==> src/rtl/cic_filter.sv <==
// Third-order CIC decimator (R=64) turning a 1-bit PDM stream into unsigned PCM.
// Optional build macro CIC_OUT_VALID_EN adds a one-clock out_valid pulse per update.
module cic_filter #(
    parameter int DEC_RATIO = 64,
    parameter int STAGES    = 3,
    parameter int OUT_W     = 19
) (
    input  logic             clk,
    input  logic             rst_n,
    input  logic             in,
`ifdef CIC_OUT_VALID_EN
    output logic             out_valid,
`endif
    output logic [OUT_W-1:0] out
);

    localparam int CW = $clog2(DEC_RATIO);

    logic [OUT_W-1:0] integ [STAGES];
    logic [OUT_W-1:0] dly   [STAGES];
    logic [OUT_W-1:0] comb  [STAGES];
    logic [CW-1:0]    cnt;
    logic             stb;
    logic [OUT_W-1:0] in_ext;

    assign stb    = (cnt == CW'(DEC_RATIO - 1));
    assign in_ext = {{(OUT_W-1){1'b0}}, in};

    // Integrators run at the input rate; modulo wrap is intentional.
    always_ff @(posedge clk or negedge rst_n) begin
        if (!rst_n) begin
            for (int k = 0; k < STAGES; k++)
                integ[k] <= '0;
            cnt <= '0;
        end else begin
            integ[0] <= integ[0] + in_ext;
            for (int k = 1; k < STAGES; k++)
                integ[k] <= integ[k] + integ[k-1];
            cnt <= cnt + CW'(1);
        end
    end

    // Combs form a pipeline at the decimated rate: each stage uses the previous stage's old output.
    always_ff @(posedge clk or negedge rst_n) begin
        if (!rst_n) begin
            for (int k = 0; k < STAGES; k++) begin
                dly[k]  <= '0;
                comb[k] <= '0;
            end
            out <= '0;
        end else if (stb) begin
            comb[0] <= integ[STAGES-1] - dly[0];
            dly[0]  <= integ[STAGES-1];
            for (int k = 1; k < STAGES; k++) begin
                comb[k] <= comb[k-1] - dly[k];
                dly[k]  <= comb[k-1];
            end
            out <= comb[STAGES-1];
        end
    end

`ifdef CIC_OUT_VALID_EN
    always_ff @(posedge clk or negedge rst_n) begin
        if (!rst_n)
            out_valid <= 1'b0;
        else
            out_valid <= stb;
    end
`endif

endmodule

==> config.mk <==
export PLATFORM = sky130hd
export DESIGN_NAME = cic_filter
export DESIGN_NICKNAME = d
export VERILOG_FILES = /design/src/rtl/cic_filter.sv
export SDC_FILE = /design/constraint.sdc
export NUM_CORES = 1
export LEC_CHECK = 0
export CAP_MARGIN = 20
export CELL_PAD_IN_SITES_DETAIL_PLACEMENT = 1
export CELL_PAD_IN_SITES_GLOBAL_PLACEMENT = 1
export CORE_MARGIN = 2
export CORE_UTILIZATION = 29
export CTS_CLUSTER_DIAMETER = 30
export DETAILED_ROUTE_END_ITERATION = 8
export GPL_TIMING_DRIVEN = 0
export MAX_ROUTING_LAYER = met4
export PLACE_DENSITY = 0.59
export SETUP_SLACK_MARGIN = 0.05
export SKIP_LAST_GASP = 1
export SLEW_MARGIN = 20
export SYNTH_ARGS = -nofsm -noshare
export SYNTH_HDL_FRONTEND = slang
export SYNTH_SLANG_ARGS = --single-unit
==> constraint.sdc <==
create_clock -name clk -period 2.4 [get_ports clk]
set_input_delay 0.72 -clock clk [delete_from_list [all_inputs] [get_ports clk]]
set_output_delay 0.72 -clock clk [all_outputs]
set_load 0.01 [all_outputs]
==> run metrics <==
nets@finish around 1,400; CTS buffer count 17; initial drt markers approximately 260; Seq cells post-synth 196; Pleak slightly above 6 nW; initial antenna violation count 0; Mapped Cells between 1,000 and 1,500; Internal Power around 7.3 mW; Die Wd around 200 µm; syn_nets 1,302; router iterations before antenna repair 4; final setup violation count 4; detailed-route via count 8,710; layout cells sized above 1 0.1452; worst hold slack ~0.11 ns; clock share of power 0.277; Worst Tran Pin Value just over 0.8 ns; final WL 29.33 mm; Post-synth ARST share 1.000; dominant synthesized flop cell dfrtp_1; commonest non-fill, non-tap cells in the layout nand2_1, dfrtp_1, o21ai_0; fillers 4,364; violated checks setup timing; Multi-input gate area roughly 0.0064 mm²; Switching Fraction 0.3544; number of top-level pins 22; Vias/cell 4.860; Tmin final around 2.4 ns; critical setup path kind reg -> reg; final worst-path cycle share 1.009; hold buffers post-CTS 0; sequential fraction of the synthesis area 0.4401; CP arrival roughly 2.8 ns; top-area cell type share of the netlist area 0.4401; Peak VDD IR 0.5959 mV; design area roughly 0.013 mm²; Rows just over 70; WP data required 2.72 ns; Die Y around 200 µm; Area contributors post-synth dfrtp_1, ha_1, nand2_1; # Max-Cap Violations 0; WL per Instance approximately 16 µm; Comb pwr share 0.377; Synth cell types 60; total power roughly 11 mW; Pwr Density ~840 mW/mm²; placed cell areas roughly 0.012 mm²; RSZ-0062 raised after global routing true; area of the core 0.03776 mm²; Clock Sinks slightly below 200; Reg clk slew, reported paths 0.08 ns; Seq pwr share 0.346; IO buf count 21; worst-path maximum fanout 2; Root Driver clkbuf_16; non-filler cells, final 1,792; status complete, but fails checks; post-synth top area cell dfrtp_1; worst setup margin -0.02209 ns; fmax slightly above 400 MHz; CTS tree done; diode count 0; die area 0.04001 mm²; GR Overflow Total 0; first-pass GRT wire length about 48 mm; P_sw around 4 mW; type of origin of the critical path flop; CP max stage delay 0.39 ns; setup tns final -0.02607 ns; Finished Core Util 0.3573; CP most frequent cell inv_2; Worst Setup Slack post-DPL -0.6821 ns; number of synthesized flops with an enable pin 0; Placer Congestion about 0.8; Starting Density 0.2952; Hold/Removal Path Class in -> async; overall routing resource usage 0.1586; vias in the first global route between 9,000 and 10,000; DRC violation count after routing 0; Inst Count DP ~1,700; worst-skew pair later-pin latency roughly 0.46 ns; H-tree depth 4; mapped cell area between 0.01 and 0.015 mm²; largest net degree at the start of global routing about 90; Ys Warns 0; Worst Skew between 0.015 and 0.02 ns; FF+latch area slightly below 0.005 mm²; clk buf depth 2; Avg Inst Size Synth ~9.3 µm²; CP Capture Type flop; Routed Antenna Nets 0; final hold vios 0; commonest non-fill, non-tap cell in the layout nand2_1; CP Cell Sequence inv_2 -> ha_4 -> inv_2 -> fa_2 -> a21o_1 -> a211o_1 -> a21boi_2 -> o31ai_2 -> a21oi_1 -> xor2_1 -> o21ai_1; post-DP HPWL 21.57 mm; CP max stage cell dfrtp_1; Area growth syn-to-layout 21.06%; Slew headroom 0.4333; Final Max Slew Viols 0
==> path summary, 6_finish.rpt <==
path / start / cells past startpoint / endpoint / slack (ns)
setup reg to reg: comb[38] / 11 / comb[33] / -0.02
hold reg to reg: comb[5] / 2 / out[5] / 0.46
hold / removal: rst_n / 1 / comb[12] / 0.11
max in group asynchronous: rst_n / 2 / integ[18] / 1.53
setup / recovery: comb[38] / 11 / comb[33] / -0.02
min in group clk: comb[5] / 2 / out[5] / 0.46
==> logic make-up after synthesis <==
family / share of synthesized area
buffers and inverters: 0.03761
AOI/OAI and AO/OA: 0.1800
and+or+nand+nor: 0.1499
muxes: 0.003593
xor gates and xnor gates: 0.07545
DFF: 0.4401
adders and majority gates: 0.1134
==> critical path: cells and delay by family, from the launching register on <==
family / cells / cell delay (ns)
compound gates: 6 / 1.01
xor+xnor: 1 / 0.30
fa+ha+maj: 2 / 0.47
buf+inv: 2 / 0.11
flops: 1 / 0.39
==> cell type report <==
cell class	instances	area share
multi-input cells	895	0.4733
clock buffers	21	0.03561
inverters	76	0.02152
plain buffers	31	0.01066
flip-flops and latches	196	0.3636
clock inverters	10	0.01085
repair buffers	52	0.03700
well taps	511	0.04739
==> Yosys cell counts, types with 3 or more instances <==
cell type,number
a31oi_1,11
nor2b_1,8
o31ai_1,11
buf_1,7
dfrtp_1,196
nor3_1,9
ha_1,93
xnor2_1,61
xor2_1,35
mux2i_1,4
o2111ai_1,3
nand4_1,7
buf_2,5
nor2_1,38
and2_1,5
nand3_1,30
a21boi_1,3
a21oi_1,70
a211oi_1,6
o21ai_0,115
o21bai_1,5
a21o_1,39
o21a_1,15
and4_1,6
nand2_1,223
nor3b_1,10
o311ai_0,3
nand2b_1,10
fa_1,5
inv_1,76
o21ai_1,12
o211ai_1,6
clkbuf_1,22
and3_1,17
==> metal layers <==
metal / GRT usage / share of wire / up-vias
met5: - / 0 / -
met4: 0.05487 / 0.024 / 0
met3: 0.02823 / 0.017 / 39
met2: 0.2802 / 0.51 / 63
met1: 0.1807 / 0.45 / 4300
li1: - / - / 4308
==> sequential cells by signal (all words and copies together), names as in the netlist <==
name and count:
cnt 6, comb 57, dly 57, integ 57, out 19
==> power by group through the flow <==
stage          clock network [mW]  logic [mW]  registers [mW]
2_1_floorplan                   0        2.75            3.87
3_3_place_gp                    0        3.41            3.97
3_5_place_dp                    0        3.57            3.98
4_1_cts                      3.24        3.90            3.92
5_1_grt                      3.36        4.77            3.97
6_report                     3.13        4.27            3.92
==> what timing repair did <==
action                                  in CTS  in global routing
endpoints found under the setup margin     132                 85
pin swaps                                   36                 38
gates resized for setup                     76                 67
setup buffers                               16                 14
Power figures use the tool's default switching activity.
